$ cat config.mk
export PLATFORM = sky130hd
export DESIGN_NAME = seq_div_unit
export DESIGN_NICKNAME = d
export VERILOG_FILES = /design/src/rtl/seq_div_unit.sv
export SDC_FILE = /design/constraint.sdc
export NUM_CORES = 1
export LEC_CHECK = 0
export ABC_AREA = 1
export CAP_MARGIN = 5
export CORE_ASPECT_RATIO = 0.5
export CORE_MARGIN = 8
export CORE_UTILIZATION = 50
export DETAILED_ROUTE_END_ITERATION = 10
export GPL_TIMING_DRIVEN = 1
export PLACE_DENSITY = 0.78
export SLEW_MARGIN = 20
export SYNTH_ARGS = -nofsm -noshare
export SYNTH_HDL_FRONTEND = slang
export SYNTH_SLANG_ARGS = --single-unit
$ cat constraint.sdc
create_clock -name clk -period 3.05 [get_ports clk]
set_clock_uncertainty 0.2 [all_clocks]
set_input_delay 0.4575 -clock clk [delete_from_list [all_inputs] [get_ports clk]]
set_output_delay 0.4575 -clock clk [all_outputs]
set_load 0.005 [all_outputs]
$ cat src/rtl/seq_div_unit.sv
// seq_div_unit: iterative radix-2 restoring divider, responder side of the
// EX-stage start/ready divide handshake. Returns {remainder, quotient}.
// Optional macro DIV_EARLY_OUT_EN: when |dividend| < |divisor| the result
// {dividend, 0} is produced straight from IDLE without iterating.
module seq_div_unit #(
  parameter int WIDTH = 32
) (
  input  logic               clk,
  input  logic               rst,
  input  logic               signed_div_i,
  input  logic [WIDTH-1:0]   opdata1_i,
  input  logic [WIDTH-1:0]   opdata2_i,
  input  logic               start_i,
  input  logic               annul_i,
  output logic [2*WIDTH-1:0] result_o,
  output logic               ready_o
);

  localparam int CW = $clog2(WIDTH + 1);

  typedef enum logic [1:0] {IDLE, BY_ZERO, BUSY, DONE} state_t;

  state_t           state_q, state_n;
  logic [WIDTH-1:0] dvd_q, dvd_n;   // dividend, shifted out MSB first
  logic [WIDTH-1:0] dvs_q, dvs_n;   // |divisor|
  logic [WIDTH-1:0] rem_q, rem_n;   // partial remainder
  logic [WIDTH-1:0] quo_q, quo_n;   // quotient, shifted in LSB first
  logic [CW-1:0]    cnt_q, cnt_n;
  logic             qsgn_q, qsgn_n;
  logic             rsgn_q, rsgn_n;
  logic [2*WIDTH-1:0] result_n;
  logic             ready_n;

  // Operand magnitudes; only negated for a signed divide with MSB set,
  // so |MIN| naturally comes out as the unsigned value 2^(WIDTH-1).
  logic [WIDTH-1:0] a_abs, b_abs;
  assign a_abs = (signed_div_i && opdata1_i[WIDTH-1]) ? -opdata1_i : opdata1_i;
  assign b_abs = (signed_div_i && opdata2_i[WIDTH-1]) ? -opdata2_i : opdata2_i;

  // One restoring step: shift in next dividend bit, trial-subtract divisor.
  // The extra top bit of diff is the borrow: set means "restore".
  logic [WIDTH:0]   rem_sh;
  logic [WIDTH+1:0] diff;
  logic             keep;
  assign rem_sh = {rem_q, dvd_q[WIDTH-1]};
  assign diff   = {1'b0, rem_sh} - {2'b0, dvs_q};
  assign keep   = ~diff[WIDTH+1];

  // Sign-corrected final values; negation wraps to WIDTH bits.
  logic [WIDTH-1:0] quo_fin, rem_fin;
  assign quo_fin = qsgn_q ? -quo_q : quo_q;
  assign rem_fin = rsgn_q ? -rem_q : rem_q;

  // State and datapath registers.
  always_ff @(posedge clk) begin
    if (rst) begin
      state_q  <= IDLE;
      dvd_q    <= '0;
      dvs_q    <= '0;
      rem_q    <= '0;
      quo_q    <= '0;
      cnt_q    <= '0;
      qsgn_q   <= 1'b0;
      rsgn_q   <= 1'b0;
      result_o <= '0;
      ready_o  <= 1'b0;
    end else begin
      state_q  <= state_n;
      dvd_q    <= dvd_n;
      dvs_q    <= dvs_n;
      rem_q    <= rem_n;
      quo_q    <= quo_n;
      cnt_q    <= cnt_n;
      qsgn_q   <= qsgn_n;
      rsgn_q   <= rsgn_n;
      result_o <= result_n;
      ready_o  <= ready_n;
    end
  end

  // Next-state and datapath update; everything holds unless a state says otherwise.
  always_comb begin
    state_n  = state_q;
    dvd_n    = dvd_q;
    dvs_n    = dvs_q;
    rem_n    = rem_q;
    quo_n    = quo_q;
    cnt_n    = cnt_q;
    qsgn_n   = qsgn_q;
    rsgn_n   = rsgn_q;
    result_n = result_o;
    ready_n  = ready_o;
    case (state_q)
      IDLE: begin
        ready_n  = 1'b0;
        result_n = '0;
        if (start_i && !annul_i) begin
          if (opdata2_i == '0) begin
            state_n = BY_ZERO;
`ifdef DIV_EARLY_OUT_EN
          end else if (a_abs < b_abs) begin
            // Quotient is zero and the raw dividend already carries the
            // correct remainder sign.
            state_n  = DONE;
            result_n = {opdata1_i, {WIDTH{1'b0}}};
            ready_n  = 1'b1;
`endif
          end else begin
            state_n = BUSY;
            dvd_n   = a_abs;
            dvs_n   = b_abs;
            rem_n   = '0;
            quo_n   = '0;
            cnt_n   = '0;
            qsgn_n  = signed_div_i & (opdata1_i[WIDTH-1] ^ opdata2_i[WIDTH-1]);
            rsgn_n  = signed_div_i & opdata1_i[WIDTH-1];
          end
        end
      end
      BY_ZERO: begin
        state_n  = DONE;
        result_n = '0;
        ready_n  = 1'b1;
      end
      BUSY: begin
        if (annul_i || !start_i) begin
          state_n  = IDLE;
          result_n = '0;
          ready_n  = 1'b0;
        end else if (cnt_q == CW'(WIDTH)) begin
          state_n  = DONE;
          result_n = {rem_fin, quo_fin};
          ready_n  = 1'b1;
        end else begin
          rem_n = keep ? WIDTH'(diff) : rem_sh[WIDTH-1:0];
          quo_n = {quo_q[WIDTH-2:0], keep};
          dvd_n = dvd_q << 1;
          cnt_n = cnt_q + CW'(1);
        end
      end
      DONE: begin
        if (!start_i) begin
          state_n  = IDLE;
          result_n = '0;
          ready_n  = 1'b0;
        end
      end
      default: state_n = IDLE;
    endcase
  end

endmodule

### Yosys cells after proc, flatten, opt, wreduce, memory -nomap -nowiden

Cells that the tools add are included.

| storage, ports and cells | value |
|---|---|
| bits of input ports | 69 |
| word-level logic and storage cells | 82 |
| register bits | 203 |

| operators by class | value |
|---|---|
| equality and inequality tests | 10 |
| muxes and demuxes | 37 |
| bitwise gates (word level) | 5 |
| add/sub/neg operators | 6 |
| reductions and logical operators | 14 |

Operators with widths:

| cell | count |
|---|---|
| $mux W32 | 15 |
| $mux W64 | 3 |
| $pmux W32 S2 | 3 |
| $pmux W64 S3 | 1 |
| $neg A32 Y32 | 4 |
| $sub A33 B32 Y34 | 1 |
| $logic_not A32 Y1 | 1 |
| $mux W6 | 4 |
| $pmux W6 S2 | 1 |
| $mux W2 | 5 |
| $ne A2 B2 Y1 const B | 5 |
| $pmux W2 S4 | 1 |
| $add A6 B1 Y6 const B | 1 |
| $eq A6 B6 Y1 const B | 1 |
| $reduce_and A3 Y1 | 2 |
| $reduce_and A5 Y1 | 1 |
| $eq A2 B2 Y1 const B | 2 |
| $pmux W1 S4 | 1 |
| $logic_and A1 B1 Y1 | 3 |
| $mux W1 | 3 |
| $ne A3 B3 Y1 const B | 1 |
| $and A1 B1 Y1 | 2 |
| $eq A2 B1 Y1 const B | 1 |
| $logic_not A1 Y1 | 2 |
| other kinds (7) | 8 |

### Longest topological paths before layout

Gate-level depths: netlist of run 1.

| depth | value |
|---|---|
| word-level depth | 5 |
| mapped depth | 17 |

### Worst setup path after synthesis of run 1

Ideal clock, no wire load.

| timing path | value |
|---|---|
| kind | reg-to-reg |
| from | register dvd_q[31] |
| to | register rem_q[28] |
| period minus slack after synthesis | 2.159 ns |
| required time | 2.717 ns |
| stages on the path, launching flop included | 17 |
| data arrival time | 1.826 ns |
| setup slack | 0.891 ns |
| buffers on the path | 0 |
| path through | dfxtp_1 -> inv_1 -> ha_1 -> inv_1 -> fa_1 -> nand3_1 -> nand3_1 -> nand2_1 -> nand2_1 -> nand2_1 -> nand2_1 -> nand2_1 -> nand2_1 -> nand2_1 -> nand3_1 -> nand2_1 -> a21oi_2 |

| between the ends | value |
|---|---|
| cells in the longest elaborated chain, start to end | 5 |

RTL lines:

| element | line | text |
|---|---|---|
| start, declared | 24 | `logic [WIDTH-1:0] dvd_q, dvd_n;` |
| start signal, assigned | 69 | `dvd_q <= dvd_n;` |
| $sub A33 B32 Y34 | 46 | `assign diff = {1'b0, rem_sh} - {2'b0, dvs_q};` |
| $mux W32 | 135 | `rem_n = keep ? WIDTH'(diff) : rem_sh[WIDTH-1:0];` |
| $mux W32 | 130 | `end else if (cnt_q == CW'(WIDTH)) begin` |
| $mux W32 | 126 | `if (annul_i \|\| !start_i) begin` |
| $pmux W32 S2 | 93 | `case (state_q)` |
| end signal, assigned | 71 | `rem_q <= rem_n;` |
| end, declared | 26 | `logic [WIDTH-1:0] rem_q, rem_n;` |

Every way passes these cells. The select of a mux whose other input is x is not followed.
A chain may end at the register's enable or synchronous reset.

### Worst setup path in the final report of run 1

| timing path | value |
|---|---|
| from | register dvd_q[31] |
| to | register rem_q[30] |

The elaborated chain is that of the path after synthesis.

==> flow_summary.json, run 1 <==
{
  "post_synth.cell_area_avg_sq_um": 6.107,
  "rsz0062_at_grt": "no",
  "status": "finished, final reports clean",
  "rr_worst_depth": 16,
  "fin_hold_ws_ns": 0.2627,
  "fin_crit_sh": 0.8762,
  "drv_cap": 0,
  "netlist.top_cell.by_area": "dfxtp_1",
  "clockBufferDepth": 3,
  "cts_made_buffers": 21,
  "grt_pass1_vias": 13374,
  "cp.buffers_inverters": 2,
  "synth_fa_ha_area_frac": 0.03969,
  "syn_inst": 2302,
  "cts_hold_buffers": 0,
  "holdPathEnd": "result_o[18]",
  "cp-start-kind": "flop",
  "drt_first_iter_violations": 1084,
  "drc": 0,
  "irDropWorstVdd_mv": 0.3761,
  "r2r-end": "rem_q[30]",
  "period_needed_ns": 2.672,
  "ys_ff_latch": 203,
  "synth_top_area_share": 0.2891,
  "arrival_ns": 2.85,
  "critPathTopFamily": "simple AND/OR/NAND/NOR gates",
  "grt_antenna_before_repair": 2,
  "synthTopCellsByArea": "dfxtp_1 29%, nand2_1 20%, nand3_1 9.1%",
  "cts_tree": "done",
  "critPathMaxStageDelay_ns": 0.44,
  "slew_headroom": 0.4085,
  "cts.sinks": 203,
  "path_class": "flop to flop",
  "synth_compound_area_frac": 0.1246,
  "routed_wl_mm": 39.57,
  "synth-xor-area-share": 0.04112,
  "worst_r2r_startpoint": "dvd_q[31]",
  "final_max_slew_viol_count": 0,
  "portBuffers": 133,
  "grt_max_degree": 166,
  "tightest_slew_ns": 0.8873,
  "gp_congestion": 0.9979,
  "vias": 14634,
  "synth_top_family_by_area": "simple AND/OR/NAND/NOR gates",
  "min_from": "result_o[18]",
  "synth_edf_count": 0,
  "cts_setup_buffers": 0,
  "place_ws_ns": 0.1204,
  "syn_to_final_growth_pct": 16.62,
  "routedWlPerCell_um": 14.15,
  "nets": 2510,
  "die-area_sq_um": 34060,
  "crit_slowest_cell": "fa_1",
  "synth-main-ff-cell": "dfxtp_1",
  "grt_pass1_wl_mm": 65.36,
  "synth_nets": 2415,
  "ctsRootBufferMaster": "clkbuf_16",
  "crit_fanout": 4,
  "final_common_cell": "nand2_1",
  "crit_top_cell": "nand2_1",
  "async_reset_ff_frac": 0,
  "initial_core_util": 0.5084,
  "synthSimpleGateAreaFrac": 0.3904,
  "endpoint_kind": "flop",
  "total_power_uw": 9155,
  "ys_types": 50,
  "leakage_uw": 0.007519,
  "num_rows": 43,
  "ys_seq_area_frac": 0.2891,
  "final_util": 0.5928,
  "holdCritPathClass": "flop to flop",
  "synth.cell_area_sq_um": 14060,
  "die_h_um": 134.6,
  "hold_path_depth": 2,
  "setup_viol": 0,
  "antenna_left": 0,
  "io_pins": 134,
  "fin_ws_ns": 0.3776,
  "path_clk_slew_ns": 0.06,
  "final_cell_mix": "745 x nand2_1, 293 x inv_1, 257 x nand3_1, 203 x dfxtp_1, 185 x a21oi_1",
  "postCtsResizedCells": 0,
  "clock_latency_ns": 0.52,
  "drt_first_pass_iters": 6,
  "path_cells": "inv_1 -> ha_1 -> inv_1 -> fa_1 -> nand3_1 -> nand3_1 -> nand2_1 -> nand2_1 -> nand2_1 -> nand2_1 -> nand2_1 -> nand2_1 -> nand2_1 -> nand3_1 -> nand2_1 -> a21oi_2",
  "ys_warn_count": 0,
  "coreArea_sq_um": 27650,
  "die_w_um": 253.1,
  "gr-usage-all-layers": 0.2262,
  "hold_violations": 0,
  "drive_gt1_frac": 0.05017,
  "vias_per_cell": 5.234,
  "synthMuxAreaShare": 0,
  "ff2ff_setup_slack_ns": 0.38,
  "gr-total-overflow": 0,
  "power.density_nw_per_um2": 558.4,
  "required_ns": 3.23,
  "post-dp-hpwl_mm": 29.94,
  "cts_max_level": 1,
  "max_freq_mhz": 374.2,
  "setup-tns-final_ns": 0
}
[layout make-up]
type | instances | area (sq um)
Antenna cell | 2 | 5.005
Inverter | 297 | 1115
Multi-Input combinational cell | 1713 | 8392
Clock buffer | 31 | 633.1
Tap cell | 382 | 478.0
Fill cell | 2739 | 11260
Clock inverter | 7 | 93.84
Timing Repair Buffer | 161 | 1614
Sequential cell | 203 | 4064
[synthesized netlist by cell type, types with 2 or more instances]
library cell / count
inv_2: 4
nor2_1: 166
and3_1: 2
a21oi_2: 4
xnor2_1: 24
o21ai_0: 77
nor2_4: 2
buf_2: 32
nand3b_1: 11
nor2_2: 8
o211ai_1: 3
nand3_1: 257
o21ai_2: 4
nand3_2: 7
xor2_1: 42
clkbuf_1: 34
buf_4: 6
o31ai_1: 3
buf_1: 2
o21ai_1: 2
buf_6: 14
nand2_2: 4
a211oi_1: 2
a21oi_1: 185
nor3_1: 17
dfxtp_1: 203
a31oi_1: 27
nand2_1: 745
and2_1: 4
o21bai_1: 4
a21o_1: 3
nand4_1: 34
inv_1: 293
nor3_2: 2
nand2_4: 2
or2_2: 15
ha_1: 43
nor4_1: 3
[worst register-to-register path: stages (launching register included)]
cell	delay, ns
dfxtp_1	0.32
inv_1	0.12
ha_1	0.16
inv_1	0.09
fa_1	0.44
nand3_1	0.12
nand3_1	0.17
nand2_1	0.12
nand2_1	0.12
nand2_1	0.09
nand2_1	0.12
nand2_1	0.11
nand2_1	0.06
nand2_1	0.06
nand3_1	0.10
nand2_1	0.10
a21oi_2	0.05
[cells by family after synthesis]
| kind of cell | Yosys count |
|---|---|
| DFF | 203 |
| adders and majority gates | 44 |
| AOI/OAI and AO/OA | 320 |
| buffers and inverters | 386 |
| and+or+nand+nor | 1283 |
| xor gates and xnor gates | 66 |
[worst max-delay path by stage]
stage                 start   endpoint  slack (ns)  cells past startpoint
3_3_place_gp   opdata2_i[0]  dvd_q[30]        0.18                     15
6_report          dvd_q[31]  rem_q[30]        0.38                     16
3_5_place_dp   opdata2_i[0]  dvd_q[30]        0.12                     15
5_1_grt           dvd_q[31]  rem_q[28]        0.16                     16
2_1_floorplan     dvd_q[31]  rem_q[28]        0.89                     16
4_1_cts           dvd_q[31]  rem_q[28]        0.39                     16
[metal layers]
metal,global-route usage,part of all wire,up-vias
met1,0.3094,0.47,6561
met4,0.04454,0.016,4
met3,0.04450,0.080,56
met2,0.3683,0.44,438
li1,-,-,7575
met5,0,0.00043,-
[stage by stage]
stage	cell area [sq um]	std cells
after global placement	15660	2756
final	16390	2796
after CTS	16390	2794
after global routing	16390	2794
after detailed placement	15660	2756
after floorplan	14060	2302
[flip-flops by register name, indices dropped and copies added, names as in the netlist]
signal	flops
ready_o	1
cnt_q	6
rem_q	32
quo_q	32
dvd_q	32
dvs_q	32
state_q	2
rsgn_q	1
result_o	64
qsgn_q	1
[report_power, final]
| part | switching (uW) | total (uW) | internal, uW |
|---|---|---|---|
| clock network | 1110 | 2730 | 1610 |
| logic | 2310 | 3380 | 1070 |
| registers | 145 | 3050 | 2910 |
| total | 3570 | 9160 | 5590 |
Power figures use the tool's default switching activity.
==> run 2: changes to the inputs <==
--- a/config.mk
+++ b/config.mk
@@ -9,10 +9,10 @@
 export CAP_MARGIN = 5
 export CORE_ASPECT_RATIO = 0.5
 export CORE_MARGIN = 8
-export CORE_UTILIZATION = 50
+export CORE_UTILIZATION = 45
 export DETAILED_ROUTE_END_ITERATION = 10
 export GPL_TIMING_DRIVEN = 1
-export PLACE_DENSITY = 0.78
+export PLACE_DENSITY = 0.72
 export SLEW_MARGIN = 20
 export SYNTH_ARGS = -nofsm -noshare
 export SYNTH_HDL_FRONTEND = slang
==> flow_summary.json, run 2 (synthesized netlist as in run 1, its figures left out) <==
{
  "grt_antenna_before_repair": 3,
  "post-place-cells": 2798,
  "final_cell_mix": "745 x nand2_1, 293 x inv_1, 257 x nand3_1, 203 x dfxtp_1, 185 x a21oi_1",
  "die-area_sq_um": 37500,
  "num_rows": 45,
  "final_common_cell": "nand2_1",
  "nets": 2512,
  "leakage_uw": 0.007563,
  "drt_first_pass_iters": 5,
  "routedWlPerCell_um": 14.24,
  "drc": 0,
  "grt_pass1_wl_mm": 66.33,
  "vias": 14563,
  "status": "finished, final reports clean",
  "setup_viol": 0,
  "slew_headroom": 0.4513,
  "vias_per_cell": 5.131,
  "syn_to_final_growth_pct": 17.60,
  "cts_setup_buffers": 0,
  "tightest_slew_ns": 0.8231,
  "io_pins": 134,
  "cts_max_level": 1,
  "cts_made_buffers": 22,
  "die_w_um": 266.0,
  "period_needed_ns": 2.712,
  "final_cells": 2838,
  "postCtsResizedCells": 0,
  "holdCritPathClass": "flop to flop",
  "filler_cell_count": 3124,
  "path_clk_slew_ns": 0.07,
  "grt_pass1_vias": 13255,
  "path_class": "flop to flop",
  "clock_latency_ns": 0.53,
  "final_util": 0.5417,
  "drv_cap": 0,
  "portBuffers": 133,
  "power.density_nw_per_um2": 568.5,
  "max_freq_mhz": 368.8,
  "cts_hold_buffers": 0,
  "fin_crit_sh": 0.8891,
  "initial_core_util": 0.4607,
  "ctsRootBufferMaster": "clkbuf_16",
  "rsz0062_at_grt": "no",
  "irDropWorstVdd_mv": 0.4441,
  "gp_congestion": 0.9651,
  "gr-total-overflow": 0,
  "die_h_um": 141.0,
  "required_ns": 3.23,
  "cp-start-kind": "flop",
  "crit_fanout": 13,
  "antenna_left": 0,
  "cts.sinks": 203,
  "arrival_ns": 2.89,
  "grt_max_degree": 166,
  "setup-tns-final_ns": 0,
  "fin_hold_ws_ns": 0.2620,
  "clockBufferDepth": 3,
  "total_power_uw": 9399,
  "drt_first_iter_violations": 1018,
  "routed_wl_mm": 40.41,
  "antenna_cells": 0,
  "coreArea_sq_um": 30520,
  "hold_violations": 0,
  "cts_tree": "done",
  "post-dp-hpwl_mm": 30.47,
  "endpoint_kind": "flop",
  "gr-usage-all-layers": 0.2086,
  "largest_reg_flops": 64,
  "largest-register": "result_o",
  "drive_gt1_frac": 0.05135,
  "final_max_slew_viol_count": 0
}
==> run 2: cell count changes in the layout (fill, tap and decap cells not counted), sizes merged <==
cell and change:
buf +1, clkbuf -3, inv -1, clkinvlp -2, bufinv +2, clkinv +6, diode -2
==> run 2: final timing paths <==
| kind | startpoint | end | slack [ns] | cells after the start |
|---|---|---|---|---|
| setup / recovery | rem_q[23] | rem_q[16] | 0.34 | 12 |
| hold / removal | result_o[18] | result_o[18] | 0.26 | 2 |
| setup reg to reg | rem_q[23] | rem_q[16] | 0.34 | 12 |
| hold reg to reg | result_o[18] | result_o[18] | 0.26 | 2 |
==> run 2: per-layer routing <==
layer | vias to the layer above | share of wire | global-route usage
li1 | 7598 | - | -
met1 | 6508 | 0.48 | 0.2905
met2 | 393 | 0.44 | 0.3374
met3 | 58 | 0.065 | 0.03350
met4 | 6 | 0.017 | 0.04444
met5 | - | 0.00082 | 0
==> run 2: where the power goes <==
group	internal, uW	leakage (uW)	total, uW	switching [uW]
combinational	1100	0.00553	3420	2310
sequential	2910	0.00165	3060	158
clock	1750	0.000388	2920	1170
total	5760	0.00756	9400	3640
==> run 2: area by class of cell <==
type / count / area, sq um / area share
clock buffers: 28 / 603.1 / 0.03648
repair buffers: 162 / 1647 / 0.09960
flip-flops and latches: 203 / 4064 / 0.2458
well taps: 423 / 529.3 / 0.03201
multi-input cells: 1713 / 8392 / 0.5076
clock inverters: 12 / 182.7 / 0.01105
inverters: 297 / 1115 / 0.06743
==> run 2: worst max-delay path, stage by stage, from the launching register on <==
cell and delay, ns:
dfxtp_1 0.52, ha_1 0.37, nand2_1 0.12, inv_1 0.06, nand2_1 0.06, nand3_1 0.11
a21oi_2 0.16, nor2_1 0.09, nor2_4 0.29, buf_4 0.28, nand3_1 0.11, nand3_1 0.10
a21oi_1 0.06
==> run 2: metrics by stage <==
stage	instance area (sq um)	setup WS, ns
2_1_floorplan	14060	0.8907
3_3_place_gp	15750	0.2434
3_5_place_dp	15750	0.1916
4_1_cts	16530	0.3939
5_1_grt	16530	0.1197
6_report	16530	0.3382
